--- src/rtl/dm_arbiter.sv ---
// dm_arbiter: shares the single-port data memory (dm_4k) between the CPU
// data port (port 0) and a debug/DMA port (port 1). Arbitration is
// combinational; read data is registered per port. Port 1 may lock the
// memory for a burst, bounded by MAX_BURST while port 0 is waiting.
module dm_arbiter #(
  parameter int unsigned AW        = 10,
  parameter int unsigned DW        = 32,
  parameter int unsigned MAX_BURST = 8
) (
  input  logic          clk,
  input  logic          rst,
  input  logic          req0,
  input  logic          req1,
  input  logic          we0,
  input  logic          we1,
  input  logic [AW-1:0] addr0,
  input  logic [AW-1:0] addr1,
  input  logic [DW-1:0] wdata0,
  input  logic [DW-1:0] wdata1,
  input  logic [3:0]    wbe0,
  input  logic [3:0]    wbe1,
  input  logic          lock1,
  output logic          gnt0,
  output logic          gnt1,
  output logic [DW-1:0] rdata0,
  output logic [DW-1:0] rdata1,
  output logic          rvalid0,
  output logic          rvalid1,
  output logic          cpu_stall,
  output logic [AW-1:0] dm_addr,
  output logic [DW-1:0] dm_din,
  output logic          dm_we,
  output logic [3:0]    dm_wbyte_enable,
  input  logic [DW-1:0] dm_dout
);

  typedef enum logic {
    IDLE   = 1'b0,
    LOCKED = 1'b1
  } mode_t;

  localparam logic [7:0] MAX_CNT = 8'(MAX_BURST);

  mode_t      mode, mode_nxt;
  logic       last, last_nxt;
  logic [7:0] burst_cnt, burst_cnt_nxt;
  logic [3:0] sel_wbe;
  logic       sel_we;

  // Arbitration state register; reset leaves port 0 winning first contention.
  always_ff @(posedge clk or negedge rst) begin
    if (!rst) begin
      mode      <= IDLE;
      last      <= 1'b1;
      burst_cnt <= '0;
    end else begin
      mode      <= mode_nxt;
      last      <= last_nxt;
      burst_cnt <= burst_cnt_nxt;
    end
  end

  // Grant decision and next arbitration state.
  // A LOCKED cycle whose lock condition has dropped falls through to the
  // IDLE rules in the same cycle, so both cases share the else-branch.
  always_comb begin
    gnt0          = 1'b0;
    gnt1          = 1'b0;
    mode_nxt      = mode;
    last_nxt      = last;
    burst_cnt_nxt = burst_cnt;
    if (rst) begin
      if (mode == LOCKED && req1 && lock1) begin
        if (req0 && burst_cnt == MAX_CNT) begin
          // burst exhausted while the CPU waits: hand one cycle to port 0
          gnt0          = 1'b1;
          mode_nxt      = IDLE;
          last_nxt      = 1'b0;
          burst_cnt_nxt = '0;
        end else begin
          gnt1 = 1'b1;
          if (req0 && burst_cnt < MAX_CNT)
            burst_cnt_nxt = burst_cnt + 8'd1;
        end
      end else begin
        mode_nxt = IDLE;
        if (req0 && req1) begin
          gnt0     = last;
          gnt1     = ~last;
          last_nxt = ~last;
        end else begin
          gnt0 = req0;
          gnt1 = req1;
        end
        if (gnt1 && lock1) begin
          mode_nxt      = LOCKED;
          burst_cnt_nxt = 8'd1;
        end
      end
    end
  end

  // Memory-side mux: port 1 only when it holds the grant, port 0 otherwise.
  always_comb begin
    sel_we          = gnt1 ? we1 : we0;
    sel_wbe         = gnt1 ? wbe1 : wbe0;
    dm_addr         = gnt1 ? addr1 : addr0;
    dm_din          = gnt1 ? wdata1 : wdata0;
    dm_we           = (gnt0 | gnt1) & sel_we;
    dm_wbyte_enable = dm_we ? sel_wbe : '0;
    cpu_stall       = req0 & ~gnt0;
  end

  // Registered read return for port 0.
  always_ff @(posedge clk or negedge rst) begin
    if (!rst) begin
      rdata0  <= '0;
      rvalid0 <= 1'b0;
    end else begin
      rvalid0 <= gnt0 & ~we0;
      if (gnt0 && !we0)
        rdata0 <= dm_dout;
    end
  end

  // Registered read return for port 1.
  always_ff @(posedge clk or negedge rst) begin
    if (!rst) begin
      rdata1  <= '0;
      rvalid1 <= 1'b0;
    end else begin
      rvalid1 <= gnt1 & ~we1;
      if (gnt1 && !we1)
        rdata1 <= dm_dout;
    end
  end

endmodule

--- config.mk ---
export PLATFORM = sky130hd
export DESIGN_NAME = dm_arbiter
export DESIGN_NICKNAME = d
export VERILOG_FILES = /design/src/rtl/dm_arbiter.sv
export SDC_FILE = /design/constraint.sdc
export NUM_CORES = 1
export LEC_CHECK = 0
export ABC_AREA = 1
export CORE_UTILIZATION = 38
export DETAILED_ROUTE_END_ITERATION = 10
export PLACE_DENSITY = 0.93
export SYNTH_ARGS = -nofsm -noshare
export SYNTH_HDL_FRONTEND = slang
export SYNTH_SLANG_ARGS = --single-unit
export TNS_END_PERCENT = 50
--- constraint.sdc ---
create_clock -name clk -period 3.4 [get_ports clk]
set_input_delay 1.02 -clock clk [delete_from_list [all_inputs] [get_ports clk]]
set_output_delay 1.02 -clock clk [all_outputs]
set_load 0.01 [all_outputs]
==> results.md, run 1 <==
- The fraction of final layout cells with drive strength greater than 1 is 14.6%.
- The routed length per placed instance is 15.6 um.
- The final setup violation count is 0.
- In this run, CTS created clock tree buffers numbering 9.
- The first-pass GRT wire length is 21,200 um.
- The post-synthesis async set-or-reset flop share is 100%.
- The clock network latency to the later pin of the worst-skew pair is 0.34 ns.
- At the pin with the least slew margin, the transition time is 0.987 ns.
- The combined global-route utilization of all metal layers is 26.6%.
- For this design, the slowest cell found on the critical path is sky130_fd_sc_hd__dlygate4sd2_1.
- The headroom to the max-slew limit is 34.2%.
- In this run the top signal layer used is met4.
- Traced cell by cell, the critical path runs through clkdlybuf4s15_2, nand3_4, clkinv_4, nand3_4, nand3_4, buf_4, buf_4, nand2_1, nand2_1, dlygate4sd2_1.
- The count of nets left with antenna violations once routing finished came out at 0.
- In this run the horizontal extent of the chip is 103 um.
- The HPWL after detailed placement is 10,700 um.
- The setup path with the least slack is of type primary input to primary output.
- The synthesized design contains 76 register bits.
- The clock passes through at most 2 buffers.
- The number of filler cells placed in the layout is 754.
- The number of antenna violations at the first check in global routing is 0.
- The total via count in the routed design is 4,495.
- The final weighted congestion in routability-driven placement is 0.905.
- Counting cells, the worst reg-to-reg path comes to 12.
- The die outline area is 10,600 sq um.
- The logic depth of the worst setup path including buffers is 10.
- Of the synthesized area, sequential elements account for 49.0%.
- Per report_power, the clock group accounts for 26.5% of the total.
- Summed over all nets, the switching power comes to 961 uW.
- The flow ran to the end, and the final reports show no timing, DRC or antenna violations.
- Counting instances, the worst hold path has a depth of 2.
- Derived from the worst setup path, the maximum achievable clock frequency is 298 MHz.
- The sequential cells in the finished layout cover a total of 1900 sq um.
- The final number of max-transition violations is 0.
- The detailed-router iteration count before antenna repair is 5.
- Net switching is 30.0% of the power.
- The critical path required time is 2.38 ns.
- In this run the tool buffered the top-level ports with 246 buffer cells.
- The repair_antennas step left the layout with diodes totalling 0.
- The total leakage power is 3.42 nW.
- In this run the mean area of a mapped cell was 7.46 sq um.
- The worst setup path is launched from a primary input.
- At the worst endpoint, the arrival time is 2.33 ns.
- The routed wire length is 14,500 um.
- The area growth from synthesis to layout is 75.9%.
- Leaving out fill and tap cells, the most frequent cells in the layout are 287 x sky130_fd_sc_hd__nand2_1, 192 x sky130_fd_sc_hd__clkdlybuf4s50_1, 75 x sky130_fd_sc_hd__dfrtp_1.
- 247 I/O pins were placed.
- The clock transition at the registers of the reported paths is 0.07 ns.
- The number of endpoints with negative hold slack in the final report was 0.
- In this run, synthesis inferred 0 flip-flops with an integrated enable.
- The starting utilization of the core area is 39.4%.
- Clock tree synthesis selected as its root buffer the cell sky130_fd_sc_hd__clkbuf_8.
- The level count of the clock H-tree is 3.
- Entering global routing, the biggest net connects 80 pins.
- The number of core rows is 36.
- The first routing iteration left 193 violations.
- In this design, the largest share of critical-path delay is due to buffers and inverters.
- The footprint of the multi-input gates is 1750 sq um.
- TritonCTS built the clock tree.
- The number of different library cells used by synthesis comes to 27.
- The final critical-path share of the clock period is 98.6%.
- The instance count of the mapped netlist is 521.
- The layout net count is 922.
- In the routed design, unresolved DRC markers number 0.
- Combinational logic is responsible for 36.2% of the overall power.
- Summed over all nets, wire length on met2 after detailed routing comes to 7730 um.
- The worst IR drop on VDD is 0.367 mV.
- The net count after synthesis is 654.
- The library cell used most frequently in the layout, excluding fill and tap cells, is sky130_fd_sc_hd__nand2_1.
- The part of the power in registers is 37.4%.
- The maximum fanout along the worst path is 6.
- On the final layout, the worst clock skew is 0.0159 ns.
- The most numerous cell on the critical path is sky130_fd_sc_hd__nand3_4.
- The clock sink total is 76.
- The worst setup path is captured at a primary output.
- Setup repair after global routing left no endpoint under its margin.
- Counting both buffers and inverters, the worst setup path holds a total of 5.
- The most used flip-flop cell after synthesis is sky130_fd_sc_hd__dfrtp_1.
- The residual overflow from global routing is 0.
- The core occupancy in the finished layout is 69.3%.
- The post-synth design cell area is 3890 sq um.
- The vertical die dimension is 103 um.
- The standard cell core area is 9860 sq um.
- The sum of negative setup slack is 0 ns.
- The path category of the worst min-delay check is flop to flop.
- The internal power summed over all cells is 2.24 mW.
- Max-cap violations in this run came to 0.
- The count of synthesis-stage warnings from yosys is 0.
- The via count of the first global-routing pass was 4,378.
- The delay of the slowest cell on the worst path is 0.28 ns.
- The sum of met3 wire segment lengths after detailed routing is 1280 um.
- Dividing total power by cell area gives a power density of 468 nW/um^2.
- After detailed routing, the number of vias per cell comes to 4.85.
- The routed metal-1 wirelength is 5050 um.
- The post-route minimum period is 3.35 ns.
-- power groups by stage --
stage	clock network, mW	registers (mW)	logic, mW
2_1_floorplan	0	1.28	0.316
3_3_place_gp	0	1.20	1.14
3_5_place_dp	0	1.21	1.17
4_1_cts	0.868	1.20	1.17
5_1_grt	0.900	1.22	1.26
6_report	0.847	1.20	1.16
-- through the flow --
step	hold slack (ns)	std cells	cell area, sq um	total power, mW	setup slack, ns
3_5_place_dp	0.460	897	6590	2.38	-0.697
3_3_place_gp	0.450	897	6590	2.34	-0.633
4_1_cts	0.480	925	6960	3.24	0.00187
2_1_floorplan	0.436	521	3890	1.60	0.378
5_1_grt	0.508	927	6840	3.38	0.00240
6_report	0.481	927	6840	3.20	0.0483
-- path summary, 6_finish.rpt --
kind	start	end	slack (ns)
min reg2reg	burst_cnt[7]$_DFFE_PN0P_	burst_cnt[7]$_DFFE_PN0P_	0.48
min in group asynchronous	rst	burst_cnt[3]$_DFFE_PN0P_	1.08
max in group asynchronous	rst	rdata1[4]$_DFFE_PN0P_	1.68
min	burst_cnt[7]$_DFFE_PN0P_	burst_cnt[7]$_DFFE_PN0P_	0.48
max reg2reg	burst_cnt[0]$_DFFE_PN0P_	rdata1[25]$_DFFE_PN0P_	0.82
max	lock1	dm_din[30]	0.05
-- cells in the mapped netlist (2+ instances only) --
cell	count	area share [%]
sky130_fd_sc_hd__nand3_4	3	1.4
sky130_fd_sc_hd__dfrtp_1	75	48
sky130_fd_sc_hd__o21ai_1	6	0.77
sky130_fd_sc_hd__clkbuf_2	4	0.52
sky130_fd_sc_hd__o21ai_0	62	8.0
sky130_fd_sc_hd__nand4_1	10	1.6
sky130_fd_sc_hd__nand3_1	4	0.52
sky130_fd_sc_hd__nor2_1	4	0.39
sky130_fd_sc_hd__buf_4	5	0.97
sky130_fd_sc_hd__nor2_4	2	0.58
sky130_fd_sc_hd__buf_2	9	1.2
sky130_fd_sc_hd__inv_1	20	1.9
sky130_fd_sc_hd__ha_1	2	0.64
sky130_fd_sc_hd__buf_6	5	1.4
sky130_fd_sc_hd__nand2_2	3	0.48
sky130_fd_sc_hd__nand2_1	289	28
sky130_fd_sc_hd__clkbuf_1	6	0.58
sky130_fd_sc_hd__a21oi_1	3	0.39
-- state kept, by name, summed over array words and instances, names as in the netlist --
signal	cells
burst_cnt	8
mode	1
rdata0	32
rvalid1	1
last	1
rvalid0	1
rdata1	32
-- metal layers --
metal	GRT usage, %	up-vias
li1	-	2169
met1	26.6	2091
met2	52.1	209
met3	6.85	26
met4	10.6	0
met5	0	-
-- tightest hold or removal path: cells and delay by family, from the launching register on --
family,cells,cell delay [ns]
buffers and inverters,1,0.04
flip-flops,1,0.35
AND/OR/NAND/NOR,1,0.05
-- cell families (layout without fill, tap and decap cells) --
logic type / after synthesis / after routing / share of synthesized area (%)
compound gates: 72 / 72 / 9.34
simple gates: 320 / 321 / 34.2
fa+ha+maj: 2 / 2 / 0.644
buf+inv: 51 / 323 / 6.83
flops: 76 / 76 / 49.0
-- layout make-up --
| class | instances | share of cell area (%) |
|---|---|---|
| clock buffer | 11 | 2.07 |
| tap | 133 | 2.43 |
| sequential | 76 | 27.8 |
| inverter | 22 | 1.32 |
| timing repair buffer | 285 | 39.1 |
| clock inverter | 5 | 1.57 |
| multi-input combinational | 395 | 25.6 |
-- timing repair --
item	CTS	global route
gates resized for setup	125	34
gates cloned	3	0
setup buffers	9	2
setup endpoints to repair	50	49
pin swaps	4	3
hold buffers	0	0
Power figures use the tool's default switching activity.
==> inputs of run 2 (changes only) <==
--- a/config.mk
+++ b/config.mk
@@ -7,6 +7,7 @@
 export LEC_CHECK = 0
 export ABC_AREA = 1
 export CORE_UTILIZATION = 38
+export CTS_CLUSTER_SIZE = 10
 export DETAILED_ROUTE_END_ITERATION = 10
 export PLACE_DENSITY = 0.93
 export SYNTH_ARGS = -nofsm -noshare
==> results of run 2 <==
Final layout, timing and power as in run 1 (identical DEF).
==> inputs of run 3 (changes only) <==
--- a/config.mk
+++ b/config.mk
@@ -6,9 +6,12 @@
 export NUM_CORES = 1
 export LEC_CHECK = 0
 export ABC_AREA = 1
+export CORE_MARGIN = 5
 export CORE_UTILIZATION = 38
 export CTS_CLUSTER_SIZE = 10
 export DETAILED_ROUTE_END_ITERATION = 10
+export HOLD_SLACK_MARGIN = 0.15
+export MAX_ROUTING_LAYER = met4
 export PLACE_DENSITY = 0.93
 export SYNTH_ARGS = -nofsm -noshare
 export SYNTH_HDL_FRONTEND = slang
==> run 3 against run 2 <==
Worst setup slack got worse by 0.011 ns; core utilization is 2.6 points lower; cell count unchanged; critical endpoint is now dm_we; register-to-register slack gained 0.09 ns; critical path depth rose by 1; design area fell by 1.1%; via count down 1.7%.
==> results.md, run 3 (synthesis gave the netlist of run 1 again) <==
- The via density per instance is 4.77.
- The combined global-route utilization of all metal layers is 24.3%.
- The startpoint of the worst setup timing path is lock1.
- In the final layout, the share of cells above drive strength 1 is 12.1%.
- The achievable clock frequency is 297 MHz.
- The internal power summed over all cells is 2.13 mW.
- At the later pin of the worst-skew pair, clock insertion delay measures 0.34 ns.
- OpenSTA, run right after detailed placement, puts the worst setup slack at -0.651 ns.
- In this run, the number of DRC markers left after iteration 0 of detailed routing was 318.
- Summed over all nets, the half-perimeter wirelength after detailed placement is 11,600 um.
- The routed length per placed instance is 16.2 um.
- The I/O pin total is 247.
- The first-pass GRT wire length is 23,300 um.
- Setup repair after global routing could not meet its margin everywhere.
- The first TritonRoute pass finished after 4 iterations.
- The share of total power in the clock network is 24.2%.
- The level count of the clock H-tree is 3.
- The master cell of the clock root buffer is sky130_fd_sc_hd__clkbuf_8.
- The number of filler cells placed in the layout is 826.
- Summed over all nets, the switching power comes to 948 uW.
- The flow ran to the end, and the final reports show no timing, DRC or antenna violations.
- The completed layout was analyzed and its total power is 3.08 mW.
- The clock sink total is 76.
- The clock transition at the registers of the reported paths is 0.07 ns.
- Hold timing on the final database bottoms out at a slack of 0.470 ns.
- Routability-driven placement finished with a final weighted congestion of 1.13.
- The routed wire length is 15,000 um.
- The element type at the critical path end is a primary output.
- The residual overflow from global routing is 0.
- The CTS tree is built.
- The final critical-path share of the clock period is 98.9%.
- The die outline area is 12,300 sq um.
- The layout net count is 916.
- The region available for standard cell placement spans 10,100 sq um.
- Of the total power, combinational logic draws 37.2%.
- The start point of the worst min-delay path is burst_cnt[6]$_DFFE_PN0P_.
- The width of the chip is 111 um.
- The worst setup path is launched from a primary input.
- The largest registers in the layout are rdata0 (32), rdata1 (32), burst_cnt (8).
- Leaving out fill and tap cells, the most frequent cell in the layout is sky130_fd_sc_hd__nand2_1.
- The routed design could run at a clock period as short as 3.36 ns.
- The number of design rule violations left after detail routing is 0.
- Counting the buffers created by CTS gives 9.
- STA puts the critical path data required time at 2.38 ns.
- The vertical die dimension is 111 um.
- The final number of max-transition violations is 0.
- The number of hold-repair buffers added at the cts stage is 0.
- The startpoint identified for the worst register-to-register timing path is burst_cnt[0]$_DFFE_PN0P_.
- In the layout the commonest cells are 288 x sky130_fd_sc_hd__nand2_1, 192 x sky130_fd_sc_hd__clkdlybuf4s50_1, 75 x sky130_fd_sc_hd__dfrtp_1.
- The worst IR drop on VDD is 0.335 mV.
- The starting utilization of the core area is 38.3%.
- Net switching is 30.8% of the power.
- Entering global routing, the biggest net connects 41 pins.
- Once detail routing completed, the nets flagged for antenna violations numbered 0.
- For the pin with the worst max-slew slack, the measured transition is 0.820 ns.
- The headroom to the max-slew limit is 45.2%.
- Measured on the finished design, the core utilization comes to 66.7%.
- The number of antenna violations at the first check in global routing was 3.
- The final setup violation count is 0.
- The total via count in the routed design is 4,419.
- The final setup skew is 0.0180 ns.
- The worst setup path is of the primary input to primary output kind.
- For the worst setup path, the data arrival time is 2.34 ns.
- The via count of the first global-routing pass is 4,457.
- Along the worst path, the maximum fanout reaches 5.
- The number of buffers inserted by port buffering is 246.
- For this design the ratio of total power to cell area is 455 nW/um^2.
- Compared with the post-synthesis result, the final layout area differs by 74.0%.
- Sequential cells burn 38.6% of the power.
- The path class of the tightest hold or removal check is flop to flop.
- The number of core rows is 37.
- The maximum root-to-sink buffer count is 2.
- Across the run, the number of max-cap violations was 0.
- The slack of the critical path is 0.0369 ns.
- The number of endpoints with negative hold slack in the final report is 0.
- The total leakage power is 3.37 nW.
## run 3: cell types whose count changed in the layout (fill, tap and decap cells not counted), moves of 3 or more
cell / previous run / this run
sky130_fd_sc_hd__clkbuf_2: 26 / 7
sky130_fd_sc_hd__diode_2: 0 / 3
sky130_fd_sc_hd__clkdlybuf4s15_1: 1 / 11
sky130_fd_sc_hd__buf_12: 6 / 3
sky130_fd_sc_hd__buf_2: 13 / 18
sky130_fd_sc_hd__dlygate4sd2_1: 12 / 15
sky130_fd_sc_hd__clkinv_2: 0 / 3
## run 3: what timing repair did
item,4_1_cts,5_1_grt
setup endpoints to repair,50,20
setup buffers,7,0
gates resized for setup,124,19
pin swaps,5,1
cloned,1,0
## run 3: routing by layer
layer  track usage (%)  vias up  share of wire [%]
li1                  -     2168                  -
met1              26.8     2002                 38
met2              41.2      210                 50
met3              7.21       39                7.6
met4              10.1        0                3.6
met5                 -        -                  0
## run 3: final timing paths
path                                       endpoint  slack [ns]  depth (start not counted)
setup reg to reg             rdata1[29]$_DFFE_PN0P_        0.91                         12
hold reg to reg            burst_cnt[6]$_DFFE_PN0P_        0.47                          2
max in group asynchronous  burst_cnt[4]$_DFFE_PN0P_        1.66                          3
hold / removal             burst_cnt[6]$_DFFE_PN0P_        0.47                          2
setup / recovery                              dm_we        0.04                         11
min in group asynchronous    rdata1[13]$_DFFE_PN0P_        0.81                          2
## run 3: layout make-up
class,instances,area (sq um),share of cell area [%]
Tap cell,136,170,2.52
Inverter,22,86.3,1.28
Sequential cell,76,1900,28.1
Antenna cell,3,7.51,0.111
Multi-Input combinational cell,394,1730,25.6
Clock inverter,6,87.6,1.30
Timing Repair Buffer,280,2650,39.1
Clock buffer,10,128,1.89
## run 3: worst max-delay path, stage by stage
cell and delay, ns:
sky130_fd_sc_hd__clkdlybuf4s15_2 0.21, sky130_fd_sc_hd__nand3_4 0.10, sky130_fd_sc_hd__clkinv_2 0.08, sky130_fd_sc_hd__nand3_4 0.09, sky130_fd_sc_hd__nand3_4 0.11, sky130_fd_sc_hd__buf_4 0.16
sky130_fd_sc_hd__buf_4 0.12, sky130_fd_sc_hd__nand2_1 0.07, sky130_fd_sc_hd__nand2_2 0.10, sky130_fd_sc_hd__inv_1 0.06, sky130_fd_sc_hd__clkdlybuf4s15_2 0.21
## run 3: power groups by stage
stage | clock network, mW | logic (mW) | registers (mW)
floorplan | 0 | 0.316 | 1.28
global placement | 0 | 1.15 | 1.20
detailed placement | 0 | 1.17 | 1.21
CTS | 0.765 | 1.16 | 1.19
global route | 0.803 | 1.24 | 1.22
finish | 0.746 | 1.15 | 1.19
## run 3: per-stage QoR
stage | std cells | cell area, sq um | TNS [ns]
3_3_place_gp | 900 | 6570 | -25.81
2_1_floorplan | 521 | 3890 | 0
4_1_cts | 924 | 6790 | 0
5_1_grt | 927 | 6760 | -0.00779
3_5_place_dp | 900 | 6570 | -29.06
6_report | 927 | 6760 | 0
